<file path="src/rtl/rhd_spi_sequencer.sv">
// SPI master for one RHD amplifier chip: walks the command slots of a sampling
// frame, shifts each 16-bit command out and each 16-bit reply in.
//
// state      | meaning
// IDLE       | waiting for run, cs_n high, channel parked at 0
// LOAD       | latch selector word for current channel
// CS_SETUP   | cs_n low, first bit on mosi
// SHIFT      | 16 sclk periods, miso sampled on rising edges
// CS_HOLD    | cs_n still low, received word published
// GAP        | cs_n high for CS_GAP clks, then next slot or frame end
module rhd_spi_sequencer #(
    parameter int unsigned CLK_DIV   = 2,
    parameter int unsigned NUM_SLOTS = 35,
    parameter int unsigned CS_GAP    = 2
) (
    input  logic        clk,
    input  logic        rst_n,
    input  logic        run,
    output logic [5:0]  channel,
    input  logic [15:0] MOSI_cmd,
    output logic        cs_n,
    output logic        sclk,
    output logic        mosi,
    input  logic        miso,
    output logic [15:0] rx_data,
    output logic [5:0]  rx_slot,
    output logic        rx_valid,
    output logic        frame_start,
    output logic        frame_done,
    output logic        busy
);

    localparam logic [3:0] DIV_TC    = 4'(CLK_DIV - 1);
    localparam logic [3:0] GAP_TC    = 4'(CS_GAP - 1);
    localparam logic [5:0] LAST_SLOT = 6'(NUM_SLOTS - 1);

    typedef enum logic [2:0] {
        S_IDLE,
        S_LOAD,
        S_CS_SETUP,
        S_SHIFT,
        S_CS_HOLD,
        S_GAP
    } state_t;

    state_t      state;
    logic [15:0] tx;
    logic [15:0] rx;
    logic [3:0]  bit_cnt;
    logic [3:0]  div_cnt;
    logic [3:0]  gap_cnt;

    always_ff @(posedge clk or negedge rst_n) begin
        if (!rst_n) begin
            state       <= S_IDLE;
            channel     <= '0;
            cs_n        <= 1'b1;
            sclk        <= 1'b0;
            mosi        <= 1'b0;
            tx          <= '0;
            rx          <= '0;
            bit_cnt     <= '0;
            div_cnt     <= '0;
            gap_cnt     <= '0;
            rx_data     <= '0;
            rx_slot     <= '0;
            rx_valid    <= 1'b0;
            frame_start <= 1'b0;
            frame_done  <= 1'b0;
            busy        <= 1'b0;
        end else begin
            rx_valid    <= 1'b0;
            frame_start <= 1'b0;
            frame_done  <= 1'b0;
            case (state)
                S_IDLE: begin
                    channel <= '0;
                    cs_n    <= 1'b1;
                    sclk    <= 1'b0;
                    mosi    <= 1'b0;
                    if (run) begin
                        busy        <= 1'b1;
                        frame_start <= 1'b1;
                        state       <= S_LOAD;
                    end
                end
                S_LOAD: begin
                    tx      <= MOSI_cmd;
                    rx      <= '0;
                    bit_cnt <= '0;
                    div_cnt <= DIV_TC;
                    cs_n    <= 1'b0;
                    mosi    <= MOSI_cmd[15];
                    state   <= S_CS_SETUP;
                end
                S_CS_SETUP: begin
                    state <= S_SHIFT;
                end
                S_SHIFT: begin
                    if (div_cnt != 4'd0) begin
                        div_cnt <= div_cnt - 4'd1;
                    end else begin
                        div_cnt <= DIV_TC;
                        if (!sclk) begin
                            sclk <= 1'b1;
                            rx   <= {rx[14:0], miso};
                        end else begin
                            // falling edge: present next bit; after bit 15 this shifts in a 0
                            sclk    <= 1'b0;
                            tx      <= {tx[14:0], 1'b0};
                            mosi    <= tx[14];
                            bit_cnt <= bit_cnt + 4'd1;
                            if (bit_cnt == 4'd15) begin
                                rx_data  <= rx;
                                rx_slot  <= channel;
                                rx_valid <= 1'b1;
                                state    <= S_CS_HOLD;
                            end
                        end
                    end
                end
                S_CS_HOLD: begin
                    cs_n    <= 1'b1;
                    mosi    <= 1'b0;
                    gap_cnt <= GAP_TC;
                    state   <= S_GAP;
                end
                S_GAP: begin
                    if (gap_cnt != 4'd0) begin
                        gap_cnt <= gap_cnt - 4'd1;
                    end else if (channel < LAST_SLOT) begin
                        channel <= channel + 6'd1;
                        state   <= S_LOAD;
                    end else begin
                        channel    <= '0;
                        frame_done <= 1'b1;
                        if (run) begin
                            frame_start <= 1'b1;
                            state       <= S_LOAD;
                        end else begin
                            busy  <= 1'b0;
                            state <= S_IDLE;
                        end
                    end
                end
                default: begin
                    state <= S_IDLE;
                    busy  <= 1'b0;
                end
            endcase
        end
    end

endmodule

</file>
<file path="config.mk">
export PLATFORM = sky130hd
export DESIGN_NAME = rhd_spi_sequencer
export DESIGN_NICKNAME = d
export VERILOG_FILES = /design/src/rtl/rhd_spi_sequencer.sv
export SDC_FILE = /design/constraint.sdc
export NUM_CORES = 1
export LEC_CHECK = 0
export CAP_MARGIN = 20
export CORE_ASPECT_RATIO = 1.75
export CORE_MARGIN = 4
export CORE_UTILIZATION = 28
export CTS_BUF_LIST = sky130_fd_sc_hd__clkbuf_4 sky130_fd_sc_hd__clkbuf_8 sky130_fd_sc_hd__clkbuf_16
export CTS_CLUSTER_DIAMETER = 150
export DETAILED_ROUTE_END_ITERATION = 10
export PLACE_DENSITY = 0.61
export SYNTH_ARGS = -nofsm -noshare
export SYNTH_HDL_FRONTEND = slang
export SYNTH_SLANG_ARGS = --single-unit
export TNS_END_PERCENT = 10
</file>
<file path="constraint.sdc">
create_clock -name clk -period 2.4 [get_ports clk]
set_clock_uncertainty 0.15 [all_clocks]
set_input_delay 0.48 -clock clk [delete_from_list [all_inputs] [get_ports clk]]
set_output_delay 0.48 -clock clk [all_outputs]
set_load 0.1 [all_outputs]
</file>
==> flow_results.xml <==
<?xml version="1.0" encoding="UTF-8"?>
<metrics>
  <group name="sta">
    <metric name="max_freq" unit="MHz">427</metric>
    <metric name="grt_setup_unrepaired" unit="">yes</metric>
    <metric name="count_of_final_setup_violators" unit="">0</metric>
    <metric name="worstMarginPinSlew" unit="ns">0.683</metric>
    <metric name="timing.final.crit_share" unit="%">97.7</metric>
    <metric name="final_hold_viol_count" unit="">0</metric>
    <metric name="final.min_clock_period" unit="ns">2.34</metric>
    <metric name="report.final.slew_viol_count" unit="">0</metric>
    <metric name="whs" unit="ns">0.352</metric>
    <metric name="timing.setup.tns" unit="ns">0</metric>
    <metric name="maxSlewHeadroom" unit="%">54.4</metric>
  </group>
  <group name="pwr">
    <metric name="internal-power" unit="mW">2.38</metric>
    <metric name="power_frac_seq" unit="%">47.5</metric>
    <metric name="power.density" unit="mW/mm^2">631</metric>
    <metric name="static-leakage-power" unit="nW">2.19</metric>
    <metric name="p_comb_share" unit="%">3.1</metric>
    <metric name="power.switching_fraction" unit="%">19.0</metric>
    <metric name="clockPowerShare" unit="%">49.5</metric>
    <metric name="irDropWorstVdd" unit="mV">0.349</metric>
    <metric name="power.switching" unit="mW">0.557</metric>
  </group>
  <group name="grt">
    <metric name="grt_overflow" unit="">0</metric>
    <metric name="first_pass_grt_wire_length" unit="mm">13.1</metric>
    <metric name="grt_start_max_net_pins" unit="">43</metric>
    <metric name="globalRouteTotalUtil" unit="%">11.2</metric>
    <metric name="antenna_found_initial" unit="">0</metric>
    <metric name="grt_pass1_vias" unit="">2647</metric>
  </group>
  <group name="status">
    <metric name="status" unit="">finished clean</metric>
  </group>
  <group name="setup_path">
    <metric name="cp_cell_sequence" unit="">inv_2 &gt; ha_4 &gt; or3b_4 &gt; or3_4 &gt; a222oi_1 &gt; mux2_2</metric>
    <metric name="reg2regPathDepth" unit="">6</metric>
    <metric name="cp_top_family" unit="">simple AND/OR/NAND/NOR gates</metric>
    <metric name="critical_path_class" unit="">reg2reg</metric>
    <metric name="critPathArrivalTime" unit="ns">2.41</metric>
    <metric name="start_kind" unit="">flop</metric>
    <metric name="largest_fanout_on_the_critical_path" unit="">4</metric>
    <metric name="worst-path-buf-inv" unit="">1</metric>
    <metric name="crit_slowest_cell" unit="">sky130_fd_sc_hd__dfrtp_1</metric>
    <metric name="reg2reg_to" unit="">state[0]</metric>
    <metric name="reg2reg_launch_point" unit="">div_cnt[1]</metric>
    <metric name="worst-endpoint-required" unit="ns">2.46</metric>
    <metric name="critical-path-max-stage-delay" unit="ns">0.39</metric>
    <metric name="endpoint_kind" unit="">flop</metric>
    <metric name="reg2reg_slack" unit="ns">0.06</metric>
  </group>
  <group name="clock_tree">
    <metric name="clock_tree_from_tritoncts" unit="">yes</metric>
    <metric name="cts-buffers-inserted" unit="">9</metric>
    <metric name="clk_transition_reported_paths" unit="ns">0.06</metric>
    <metric name="worstSkewPairLatency" unit="ns">0.33</metric>
    <metric name="tritoncts_num_sinks" unit="">81</metric>
    <metric name="cts_max_path_buffers" unit="">2</metric>
    <metric name="clock_root_buffer_master" unit="">sky130_fd_sc_hd__clkbuf_16</metric>
    <metric name="cts_htree_levels" unit="">3</metric>
  </group>
  <group name="drt">
    <metric name="post_drt_wl_per_cell" unit="um">13.9</metric>
    <metric name="postRouteAntennaNets" unit="">0</metric>
    <metric name="routed_wl" unit="mm">7.76</metric>
    <metric name="dr_total_vias" unit="">2647</metric>
    <metric name="drt_first_iter_violations" unit="">103</metric>
    <metric name="drc_errors" unit="">0</metric>
    <metric name="vias_per_cell" unit="">4.74</metric>
    <metric name="drt_first_pass_iters" unit="">7</metric>
  </group>
  <group name="die">
    <metric name="floorplan.die_area" unit="mm^2">0.0146</metric>
    <metric name="core_area" unit="mm^2">0.0124</metric>
    <metric name="initial_utilization" unit="%">28.6</metric>
    <metric name="ios" unit="">55</metric>
    <metric name="placementRows" unit="">54</metric>
    <metric name="die_w" unit="um">93.2</metric>
    <metric name="die_height" unit="um">157</metric>
  </group>
  <group name="yosys">
    <metric name="post_synth_num_cell_types" unit="">44</metric>
    <metric name="synth_warnings" unit="">0</metric>
    <metric name="synth_seq_cells" unit="">81</metric>
    <metric name="ys_async_sr_fraction" unit="%">100</metric>
    <metric name="post_synth_inst_count" unit="">322</metric>
    <metric name="post_synth.cell_area_avg" unit="um^2">11.1</metric>
    <metric name="syn-cell-area" unit="mm^2">0.00356</metric>
    <metric name="number_of_enable_type_register_cells_in_the_synthesized_netlist" unit="">0</metric>
    <metric name="syn-num-nets" unit="">347</metric>
    <metric name="postSynth.topFlopCell" unit="">sky130_fd_sc_hd__dfrtp_1</metric>
    <metric name="seq_area_frac_synth" unit="%">57.0</metric>
  </group>
  <group name="placement">
    <metric name="final_replace_weighted_congestion" unit="">0.742</metric>
    <metric name="place_inst" unit="">543</metric>
    <metric name="quantity_of_i_o_buffers_inserted_on_ports" unit="">54</metric>
    <metric name="postPlaceCellArea" unit="mm^2">0.00430</metric>
    <metric name="dp_hpwl" unit="mm">5.39</metric>
  </group>
  <group name="layout">
    <metric name="num_antenna_cells" unit="">0</metric>
    <metric name="fillerInstances" unit="">1241</metric>
    <metric name="areaGrowthSynthToFinish" unit="%">30.7</metric>
    <metric name="final_cells" unit="">559</metric>
    <metric name="layout-drive-gt1-share" unit="%">26.9</metric>
    <metric name="layout.nets" unit="">413</metric>
    <metric name="post_route_cell_area" unit="mm^2">0.00465</metric>
    <metric name="layout.core_utilization" unit="%">37.4</metric>
  </group>
  <group name="worst_hold_path">
    <metric name="end_point_of_the_worst_hold_path" unit="">rx[15]</metric>
    <metric name="holdCritStartpoint" unit="">rx[15]</metric>
    <metric name="hp-class" unit="">reg2reg</metric>
    <metric name="hold_depth" unit="">1</metric>
  </group>
  <group name="job">
    <metric name="drv_cap" unit="">0</metric>
  </group>
</metrics>
[flip-flops by register name, summed over array words and instances (netlist names)]
| signal | flops |
|---|---|
| rx_valid | 1 |
| state | 3 |
| cs_n | 1 |
| mosi | 1 |
| channel | 6 |
| tx | 15 |
| sclk | 1 |
| rx | 16 |
| rx_slot | 6 |
| frame_done | 1 |
| busy | 1 |
| frame_start | 1 |
| rx_data | 16 |
| bit_cnt | 4 |
| gap_cnt | 4 |
| div_cnt | 4 |
[worst register-to-register path, cell delays in order, from the launching register on]
cell and delay, ns:
sky130_fd_sc_hd__dfrtp_1 0.39, sky130_fd_sc_hd__inv_2 0.08, sky130_fd_sc_hd__ha_4 0.13, sky130_fd_sc_hd__or3b_4 0.37
sky130_fd_sc_hd__or3_4 0.38, sky130_fd_sc_hd__a222oi_1 0.35, sky130_fd_sc_hd__mux2_2 0.38
[routing by layer]
metal / vias up / GRT usage, % / wire length (um)
met4: 0 / 3.98 / 101
met1: 1298 / 13.4 / 3380
met5: - / 0 / 0
met3: 8 / 3.49 / 426
li1: 1288 / - / -
met2: 53 / 18.8 / 3850
[worst max path at each step]
stage | slack, ns | startpoint | depth (start not counted) | endpoint
floorplan | 0.05 | div_cnt[0] | 6 | state[0]
global placement | 0.04 | div_cnt[0] | 6 | state[0]
detailed placement | -0.02 | div_cnt[0] | 6 | state[0]
CTS | 0.005 | div_cnt[1] | 6 | state[0]
global route | -0.04 | div_cnt[1] | 6 | state[0]
finish | 0.06 | div_cnt[1] | 6 | state[0]
[cell type report]
| type | instances | area, um^2 | share of cell area (%) |
|---|---|---|---|
| Clock buffer | 11 | 253 | 5.43 |
| Tap cell | 168 | 210 | 4.52 |
| Sequential cell | 81 | 2030 | 43.6 |
| Multi-Input combinational cell | 215 | 1430 | 30.8 |
| Inverter | 9 | 33.8 | 0.726 |
| Clock inverter | 3 | 65.1 | 1.40 |
| Timing Repair Buffer | 72 | 626 | 13.5 |
[per-stage QoR]
stage | worst slack (ns) | total power [mW]
finish | 0.0563 | 2.94
global route | -0.0372 | 3.05
CTS | 0.00535 | 2.98
detailed placement | -0.0175 | 1.51
global placement | 0.0402 | 1.51
floorplan | 0.0521 | 1.44
[what timing repair did]
item	in CTS	in global routing
hold endpoints to repair	17	0
buffers inserted	0	1
gates resized for setup	0	6
hold buffers	1	0
setup endpoints to repair	1	23
pin swaps	1	3
[power groups by stage]
| stage | Combinational [mW] | Clock [mW] | Sequential [mW] |
|---|---|---|---|
| floorplan | 0.0145 | 0 | 1.42 |
| global placement | 0.0917 | 0 | 1.42 |
| detailed placement | 0.0924 | 0 | 1.42 |
| CTS | 0.0943 | 1.49 | 1.39 |
| global route | 0.101 | 1.55 | 1.39 |
| finish | 0.0906 | 1.45 | 1.39 |
[cell usage after synthesis (3+ instances only)]
library cell / count / share of area [%]
sky130_fd_sc_hd__dfrtp_1: 80 / 56
sky130_fd_sc_hd__nand2_1: 43 / 4.5
sky130_fd_sc_hd__nor2_1: 28 / 3.0
sky130_fd_sc_hd__a22o_1: 24 / 5.9
sky130_fd_sc_hd__mux2_2: 24 / 7.6
sky130_fd_sc_hd__a31oi_1: 15 / 2.6
sky130_fd_sc_hd__o21ai_0: 14 / 2.0
sky130_fd_sc_hd__clkbuf_1: 10 / 1.1
sky130_fd_sc_hd__inv_1: 9 / 0.95
sky130_fd_sc_hd__a21oi_1: 8 / 1.1
sky130_fd_sc_hd__buf_2: 5 / 0.70
sky130_fd_sc_hd__ha_1: 5 / 1.8
sky130_fd_sc_hd__nand3_1: 4 / 0.56
sky130_fd_sc_hd__o22ai_1: 4 / 0.70
sky130_fd_sc_hd__and3_1: 3 / 0.53
sky130_fd_sc_hd__nand2b_1: 3 / 0.53
sky130_fd_sc_hd__nand3b_1: 3 / 0.63
sky130_fd_sc_hd__nor3_1: 3 / 0.42
sky130_fd_sc_hd__or4_1: 3 / 0.63
[cell families after synthesis]
| group | share of synthesized area [%] |
|---|---|
| XOR/XNOR | 0.246 |
| AO/OA/AOI/OAI | 15.1 |
| buffers and inverters | 3.13 |
| adder cells (fa/ha/maj) | 1.76 |
| flip-flops | 57.0 |
| AND/OR/NAND/NOR | 14.9 |
| multiplexers | 7.91 |
[placed cells by master, fill, tap and decap left out, drive strengths merged, types with 3 or more instances in the layout]
| master | instances |
|---|---|
| dfrtp | 80 |
| buf | 53 |
| nand2 | 43 |
| nor2 | 29 |
| mux2 | 25 |
| a22o | 24 |
| clkdlybuf4s50 | 18 |
| a31oi | 15 |
| o21ai | 14 |
| clkbuf | 11 |
| a21oi | 9 |
| inv | 9 |
| ha | 5 |
| o22ai | 4 |
| nand3 | 4 |
| nand3b | 3 |
| nand2b | 3 |
| nor3 | 3 |
| or4 | 3 |
| and3 | 3 |
| or3 | 3 |
(Power assumes the default switching activity.)
